[src/rtl/seg_scan_mux.sv]
// Four-digit seven-segment scan multiplexer.
// Snapshots the digit data once per frame so a display frame never tears.
module seg_scan_mux #(
    parameter int DIV = 50000,
    parameter int GAP = 16
) (
    input  logic       iClk,
    input  logic       iRst,
    input  logic       iEn,
    input  logic [6:0] iS1,
    input  logic [6:0] iS2,
    input  logic [6:0] iS3,
    input  logic [6:0] iS4,
    input  logic [3:0] iDp,
    input  logic [3:0] iBlank,
    output logic [6:0] oSeg,
    output logic       oDp,
    output logic [3:0] oAn,
    output logic       oFrame
);

    localparam int PW = (DIV > 1) ? $clog2(DIV) : 1;

    logic [PW-1:0] r_pcnt;
    logic [1:0]    r_idx;
    logic [6:0]    r_snap_seg [4];
    logic [3:0]    r_snap_dp;
    logic [3:0]    r_snap_blank;
    logic [6:0]    r_seg;
    logic          r_dp;
    logic [3:0]    r_an;
    logic          r_frame;

    logic          w_last;
    logic          w_load;
    logic          w_off;
    logic [3:0]    w_an;
    logic [6:0]    w_seg;
    logic          w_dp;

    // Slot bookkeeping and next-output decode from pre-edge state.
    always_comb begin
        w_last = (r_pcnt == PW'(DIV - 1));
        w_load = iEn & w_last & (r_idx == 2'd3);
        w_off  = ~iEn | (r_pcnt < PW'(GAP));
        w_an   = 4'hF;
        w_seg  = 7'h7F;
        w_dp   = 1'b1;
        if (!w_off) begin
            unique case (r_idx)
                2'd0:    w_an = 4'b1110;
                2'd1:    w_an = 4'b1101;
                2'd2:    w_an = 4'b1011;
                default: w_an = 4'b0111;
            endcase
            if (!r_snap_blank[r_idx]) begin
                w_seg = ~r_snap_seg[r_idx];
                w_dp  = ~r_snap_dp[r_idx];
            end
        end
    end

    // Prescaler and digit index advance only while scanning is enabled.
    always_ff @(posedge iClk or posedge iRst) begin
        if (iRst) begin
            r_pcnt <= '0;
            r_idx  <= 2'd0;
        end else if (iEn) begin
            if (w_last) begin
                r_pcnt <= '0;
                r_idx  <= r_idx + 2'd1;
            end else begin
                r_pcnt <= r_pcnt + PW'(1);
            end
        end
    end

    // Frame snapshot; reset state blanks every digit until the first load.
    always_ff @(posedge iClk or posedge iRst) begin
        if (iRst) begin
            for (int k = 0; k < 4; k++) begin
                r_snap_seg[k] <= 7'h00;
            end
            r_snap_dp    <= 4'h0;
            r_snap_blank <= 4'hF;
        end else if (w_load) begin
            r_snap_seg[0] <= iS1;
            r_snap_seg[1] <= iS2;
            r_snap_seg[2] <= iS3;
            r_snap_seg[3] <= iS4;
            r_snap_dp     <= iDp;
            r_snap_blank  <= iBlank;
        end
    end

    // Registered display outputs and frame-start pulse.
    always_ff @(posedge iClk or posedge iRst) begin
        if (iRst) begin
            r_seg   <= 7'h7F;
            r_dp    <= 1'b1;
            r_an    <= 4'hF;
            r_frame <= 1'b0;
        end else begin
            r_seg   <= w_seg;
            r_dp    <= w_dp;
            r_an    <= w_an;
            r_frame <= w_load;
        end
    end

    assign oSeg   = r_seg;
    assign oDp    = r_dp;
    assign oAn    = r_an;
    assign oFrame = r_frame;

endmodule

[config.mk]
export PLATFORM = sky130hd
export DESIGN_NAME = seg_scan_mux
export DESIGN_NICKNAME = d
export VERILOG_FILES = /design/src/rtl/seg_scan_mux.sv
export SDC_FILE = /design/constraint.sdc
export NUM_CORES = 1
export LEC_CHECK = 0
export ABC_AREA = 1
export BUFFER_PORTS_ARGS = -buffer_cell sky130_fd_sc_hd__buf_2
export CAP_MARGIN = 20
export CORE_UTILIZATION = 40
export CTS_CLUSTER_DIAMETER = 60
export DETAILED_ROUTE_END_ITERATION = 16
export RECOVER_POWER = 50
export SYNTH_ARGS = -nofsm -noshare
export SYNTH_HDL_FRONTEND = slang
export SYNTH_SLANG_ARGS = --single-unit
[constraint.sdc]
create_clock -name iClk -period 6.3 [get_ports iClk]
set_clock_uncertainty 0.2 [all_clocks]
set_input_delay 0.945 -clock iClk [delete_from_list [all_inputs] [get_ports iClk]]
set_output_delay 0.945 -clock iClk [all_outputs]
set_load 0.02 [all_outputs]
==> results.md, run 1 <==
- Synthesized netlist cell count: 435
- Chip height: around 94 µm
- Overall die width: about 94 µm
- Initial Utilization: around two fifths
- Nature of the critical path startpoint: primary input
- WP data required: roughly 6.3 ns
- DRC: 0
- Final Hold Fails: 0
- Core area: ~8300 µm²
- Area growth syn-to-layout: 12.7%
- CTS max path bufs: 2
- Syn Std Cell Area: about 3400 µm²
- GPL Wtd Cong: ~0.85
- FILL cells: around 860
- WS Path Type: primary input to register
- Max transition margin: about 47%
- RSZ-0062 raised after global routing: no
- ANT cells: 0
- Port Buf Inserts: 51
- Via count: 2849
- Commonest register cell after synthesis: dfrtp_1
- CP endpoint kind: register
- Worst min-delay path category: register to register
- Post-synthesis mux area share: 0%
- Vias per inst: ~4.8
- FP Rows: 33
- Placement Setup Slack: 3.38 ns
- Status: finished clean
- Least-Margin Pin Slew: around 0.8 ns
- Reg clk slew, reported paths: about 0.070 ns
- Main combinational cell family by area after synthesis: simple AND/OR/NAND/NOR gates
- Grt ovf: 0
- Inserted Clock Buffers: 9
- CP max FO: 39
- Initial antenna violation count: 0
- Htree depth: 3
- Drt total wl: 7.62 mm
- Cts repair resizes: 0
- Largest net degree at the start of global routing: 68
- Worst skew pair latency: between 0.3 and 0.4 ns
- Fmax achieved: 366 MHz
- Post-CTS repair timing setup buffer count: 0
- Worst setup margin: 3.57 ns
- Placement Cell Area: around 3700 µm²
- Post-CTS Hold Fix Bufs: 0
- Clk root buf: clkbuf_8
- Min cycle time layout: 2.73 ns
- Global-route wire length before repair: roughly 13 mm
- Wire per inst: ~13 µm
- Max Cap Viol: 0
- Slew Viols, Final: 0
- Router iterations before antenna repair: 4
- PwrDens: 225 nW/µm²
- Final worst path period share: 43.4%
- VDD IR-drop max: 0.0000861 V
- Seq/Total Area, Yosys: 49.6%
- CP Data Arrival Time: 2.75 ns
- Simple-gate share of the synthesized area: around 33%
- CTS tree: done
- Io pins: 52
- GRT Total Usage: a little under a fifth
- Avg Cell Area, Syn: 7.86 µm²
- Sinks on Clock Net: 67
- Die Area: 8920 µm²
- Synth warnings: 0
- Adder-Cell Fraction of Synth Area: around 1.8%
- Vias in the first global route: approximately 2600
- Number of synthesized flops with an enable pin: 0
- Layout cell share with drive strength beyond 1: between 10% and 20%
- Synth Area in Compound Gates: approximately 4.7%
- Xor/xnor cell area share of the yosys netlist: under 10%
- Antenna Nets Post-Route: 0
- HPWL after DPL: between 5 and 6 mm
- Non-filler instance count after layout: slightly below 600
- Post-Syn Nets: approximately 480
- Async SR Flop Fraction: 100%
- Setup_tns: 0 ns
- Number of synthesized register bits: 67
- Yosys cell types: 25
- # placed instances: 572
- Number of setup violations in the final report: 0
- Initial drt markers: ~150
- Total Power Consumption: between 800 and 900 µW
- Design Area, Final: 3850 µm²
- Pleak: around 2.1 nW
- Nets: ~520
## routing by layer
layer / routed length (µm) / global-route usage, %
met1: 3900 / 29.6
met2: 3220 / 25.0
met3: 417 / 2.82
met4: 74 / 6.92
met5: 0 / 0
## cells by family after synthesis
logic type / count (synthesis)
AO/OA/AOI/OAI: 31
XOR/XNOR: 4
adder cells (fa/ha/maj): 5
buffers and inverters: 67
flip-flops: 67
AND/OR/NAND/NOR: 261
## through the flow
stage,hold WS (ns),util (%)
after floorplan,0.237,-
after global placement,0.249,44.6
after detailed placement,0.256,44.6
after CTS,0.269,46.7
after global routing,0.288,46.7
final,0.267,46.7
## path summary, 6_finish.rpt
path / start / to / slack [ns] / depth (start not counted)
setup / recovery: iEn / r_snap_seg[27] / 3.57 / 7
hold / removal: r_snap_blank[2] / r_snap_blank[2] / 0.27 / 2
setup reg to reg: r_idx[0] / oSeg[5] / 3.88 / 6
hold reg to reg: r_snap_blank[2] / r_snap_blank[2] / 0.27 / 2
min in group asynchronous: iRst / r_pcnt[2] / 0.65 / 3
max in group asynchronous: iRst / r_snap_seg[24] / 4.73 / 3
## state kept, by name, indices dropped and copies added, names as in the netlist
register	flops
r_snap_seg	28
r_snap_blank	4
oDp	1
r_snap_dp	4
r_pcnt	16
oSeg	7
oAn	4
oFrame	1
r_idx	2
## cell type report
cell class | instances | area (µm²) | area share [%]
sequential | 67 | 1700 | 44.0
multi-input combinational | 301 | 1410 | 36.5
timing repair buffer | 55 | 284 | 7.37
inverter | 44 | 165 | 4.29
clock buffer | 11 | 141 | 3.67
tap | 105 | 131 | 3.41
clock inverter | 5 | 28.8 | 0.747
## placed cells by master (no fill, tap or decap), types with 8 or more instances in the layout
cell type / n
buf_2: 50
clkbuf_8: 10
dfrtp_1: 51
dfstp_2: 16
inv_1: 41
nand2_1: 146
nand3_1: 15
nand4_1: 39
nor2_1: 54
o21ai_0: 19
o21ai_1: 8
## cell usage after synthesis (2+ instances only)
library cell | count | area (µm²)
a21oi_1 | 2 | 10.0
buf_2 | 8 | 40.0
buf_4 | 4 | 30.0
buf_6 | 6 | 67.6
clkbuf_1 | 5 | 18.8
dfrtp_1 | 51 | 1280
dfstp_2 | 16 | 420
ha_1 | 5 | 62.6
inv_1 | 41 | 154
inv_2 | 3 | 11.3
nand2_1 | 146 | 548
nand2_2 | 2 | 12.5
nand3_1 | 15 | 75.1
nand4_1 | 39 | 244
nor2_1 | 54 | 203
o21ai_0 | 19 | 95.1
o21ai_1 | 8 | 40.0
xor2_1 | 4 | 35.0
## worst max-delay path, stage by stage
cell and delay [ns]:
clkbuf_1 0.32, nand2_2 0.12, nor3_4 0.17, buf_4 0.38, nand4_4 0.53, nand2_1 0.19, nand2_1 0.08
## where the power goes
group	leakage, nW	switching, mW	internal (mW)
logic	1.19	0.0469	0.0303
registers	0.848	0.0248	0.450
clock network	0.0928	0.162	0.152
(Power assumes the default switching activity.)
==> run 2: changes to the inputs <==
--- a/config.mk
+++ b/config.mk
@@ -5,7 +5,7 @@
 export SDC_FILE = /design/constraint.sdc
 export NUM_CORES = 1
 export LEC_CHECK = 0
-export ABC_AREA = 1
+export ABC_AREA = 0
 export BUFFER_PORTS_ARGS = -buffer_cell sky130_fd_sc_hd__buf_2
 export CAP_MARGIN = 20
 export CORE_UTILIZATION = 40
==> constraint.sdc (replaced) <==
create_clock -name iClk -period 2.3 [get_ports iClk]
set_clock_uncertainty 0.2 [all_clocks]
set_input_delay 0.345 -clock iClk [delete_from_list [all_inputs] [get_ports iClk]]
set_output_delay 0.345 -clock iClk [all_outputs]
set_load 0.02 [all_outputs]
==> results.md, run 2 <==
- Via count: 1775 (-38%)
- Post-Syn Nets: 250 (-48%)
- VDD IR-drop max: 0.000246 V (+190%)
- Final Hold Fails: 0 (unchanged)
- Status: finished clean
- Vias in the first global route: 1780 (-31%)
- Least-Margin Pin Slew: 0.880 ns (+0.0791 ns)
- GPL Wtd Cong: 0.769 (-9.7%)
- Global-route wire length before repair: 8.76 mm (-32%)
- Htree depth: 3 (unchanged)
- Switching pwr: 653 µW (+180%)
- CP dominant cell by count: or4_4
- DRC: 0 (unchanged)
- Largest net degree at the start of global routing: 68 (unchanged)
- Nets: 320 (-39%)
- Total Power Consumption: 2.63 mW (+200%)
- Number of setup violations in the final report: 0 (unchanged)
- CP max FO: 3 (-92%)
- Layout cell share with drive strength beyond 1: 51.8% (+33 points)
- Max Cap Viol: 0 (unchanged)
- Wire per inst: 14.3 µm (+10%)
- Fmax achieved: approximately 450 MHz
- Hold slack: 0.0308 ns (-0.236 ns)
- Pleak: 1.82 nW (-14%)
- Synthesized netlist cell count: 206 (-53%)
- Nature of the critical path startpoint: register
- WP data required: 2.32 ns (-4.00 ns)
- Grt ovf: 0 (unchanged)
- Core area: 7290 µm² (-12%)
- Cell Chain, Critical Path: or4_4 -> or4_4 -> nor2_4 -> mux2_2
- Fin util: 50.9% (+4.2 points)
- Reg power frac: 49.9% (-5.0 points)
- Commonest non-fill, non-tap cell in the layout: dfrtp_1
- Worst hold path cell count: 2 (unchanged)
- Yosys cell types: 28 (+12%)
- Worst min-delay path category: primary input to register
- Commonest cells after routing, fill and taps aside: 51 x dfrtp_1, 47 x buf_2, 30 x mux2_4, 19 x nand2_1, 16 x dfstp_2
- ANT cells: 0 (unchanged)
- Worst skew pair latency: 0.34 ns (about the same)
- Min cycle time layout: 2.22 ns
- Seq/Total Area, Yosys: 56.1% (+6.5 points)
- Avg Cell Area, Syn: 14.7 µm² (+87%)
- Largest reg by FF count: r_snap_seg
- FP Rows: 31 (-6.1%)
- Sinks on Clock Net: 67 (unchanged)
- Synth cell count leaders: 51 x dfrtp_1, 30 x mux2_4, 19 x nand2_1
- CP endpoint kind: register
- Die Area: 7910 µm² (-11%)
- GRT Total Usage: 15.4% (-3.2 points)
- Overall die width: 88.9 µm (-5.8%)
- Sw Ratio: 24.9% (-2.1 points)
- Slew Viols, Final: 0 (unchanged)
- Cell taking the most area after synthesis: dfrtp_1
- Area growth syn-to-layout: 22.7%
- Drt total wl: 5.40 mm (-29%)
- Chip height: 88.9 µm (-5.8%)
- WS Path Type: register to register
- Antenna Nets Post-Route: 0 (unchanged)
- Area contributors post-synth: dfrtp_1 42%, mux2_4 15%, dfstp_2 14%
- Clock power frac: 38.2% (+2.0 points)
- Most frequent cell after synthesis: dfrtp_1
- Port Buf Inserts: 51 (unchanged)
- CTS max path bufs: 2 (unchanged)
- CP Buf/Inv Count: 0 (-2)
- Inserted Clock Buffers: 9 (unchanged)
- RSZ-0062 raised after global routing: no
- Router iterations before antenna repair: 4 (unchanged)
- Critical path depth: 4 (-3)
- Number of synthesized flops with an enable pin: 0 (unchanged)
- P_int: 1.97 mW (+210%)
- Initial drt markers: 64 (-58%)
- Initial antenna violation count: 0 (unchanged)
- Setup_tns: 0 ns (unchanged)
- Async SR Flop Fraction: 100% (unchanged)
- Reg clk slew, reported paths: 0.07 ns (about the same)
- Max transition margin: 41.3% (-5.3 points)
- Io pins: 52 (unchanged)
- Vias per inst: 4.68 (-3.3%)
- Number of synthesized register bits: 67 (unchanged)
- Logic gate share of total power: 11.9% (+3.0 points)
- Synth top area share: 42.2% (+4.9 points)
- CTS tree: done
- Max reg flops: 28 (unchanged)
- HPWL after DPL: 3.88 mm (-24%)
- Slowest library cell on the worst path: or4_4
- Synth warnings: 0 (unchanged)
- Clk root buf: clkbuf_8
- Initial Utilization: 41.5% (+0.061 points)
- Syn Std Cell Area: 3020 µm² (-12%)
- Family with the most delay on the worst path: simple AND/OR/NAND/NOR gates
- Crit-path max cell delay: 0.57 ns (+0.04 ns)
- Commonest register cell after synthesis: dfrtp_1
- R2r worst-path depth: 4 (-2)
- Final worst path period share: approximately 96%
- PwrDens: 708 nW/µm² (+220%)
- CP Data Arrival Time: 2.24 ns (-0.51 ns)
==> run 2: changes by cell type after synthesis, moves of 7 or more <==
cell	delta
buf_2	-7
inv_1	-38
mux2_2	+7
mux2_4	+30
mux4_2	+9
nand2_1	-127
nand3_1	-10
nand4_1	-34
nor2_1	-38
o21ai_0	-19
o21ai_1	-8
xnor2_1	+9
==> run 2: logic make-up (layout without fill, tap and decap cells) <==
logic type / count (synthesis) / after routing / share of synthesized area [%]
DFF: 67 / 67 / 56.1
and+or+nand+nor: 58 / 58 / 9.85
muxes: 47 / 47 / 24.5
xor gates and xnor gates: 16 / 16 / 4.64
buffers and inverters: 12 / 86 / 2.40
adders and majority gates: 5 / 5 / 2.07
AOI/OAI and AO/OA: 1 / 1 / 0.372
==> run 2: layout make-up <==
class / instances / area [µm²]
clock inverter: 3 / 46.3
timing repair buffer: 68 / 393
tap: 99 / 124
sequential: 67 / 1700
multi-input combinational: 127 / 1270
clock buffer: 12 / 165
fill: 681 / 3580
inverter: 3 / 11.3
==> run 2: power groups by stage <==
stage	combinational (mW)	clock, mW	sequential, mW
finish	0.313	1.00	1.31
global route	0.352	1.09	1.32
CTS	0.323	1.04	1.31
detailed placement	0.320	0	1.33
global placement	0.312	0	1.33
floorplan	0.184	0	1.34
==> run 2: path summary, 6_finish.rpt <==
kind | endpoint | startpoint | slack, ns
worst min register to register | r_snap_seg[23] | r_snap_seg[23] | 0.31
min in group asynchronous | r_snap_seg[23] | iRst | 0.62
max in group asynchronous | oFrame | iRst | 0.70
worst max register to register | r_idx[1] | r_pcnt[11] | 0.08
worst max-delay path | r_idx[1] | r_pcnt[11] | 0.08
worst min-delay path | r_snap_seg[1] | iS4[1] | 0.03
==> run 2: repair_timing <==
action                                 in CTS  in global routing
resized for setup                           2                  1
setup endpoints to repair                  22                 35
hold buffers                                1                  0
buffers inserted                            0                  1
endpoints found under the hold margin      51                  0
pin swaps                                   2                  3
==> run 2: worst reg2reg max path, stage by stage, from the launching register on <==
cell	delay, ns
dfrtp_1	0.38
or4_4	0.57
or4_4	0.52
nor2_4	0.11
mux2_2	0.33
==> run 2: per-layer routing <==
layer  track usage, %  routed length, µm  vias up
met5                0                  0        -
met4             7.36                 72        0
met3             4.25                197        7
met2             24.1               2690       41
met1             20.1               2440      866
li1                 -                  -      861
==> run 2: metrics by stage <==
stage	instances	setup slack [ns]	instance area (µm²)
finish	379	0.0849	3710
CTS	378	0.0253	3710
global placement	362	0.0198	3490
detailed placement	362	-0.0212	3490
global route	379	0.0249	3710
floorplan	206	0.000210	3030
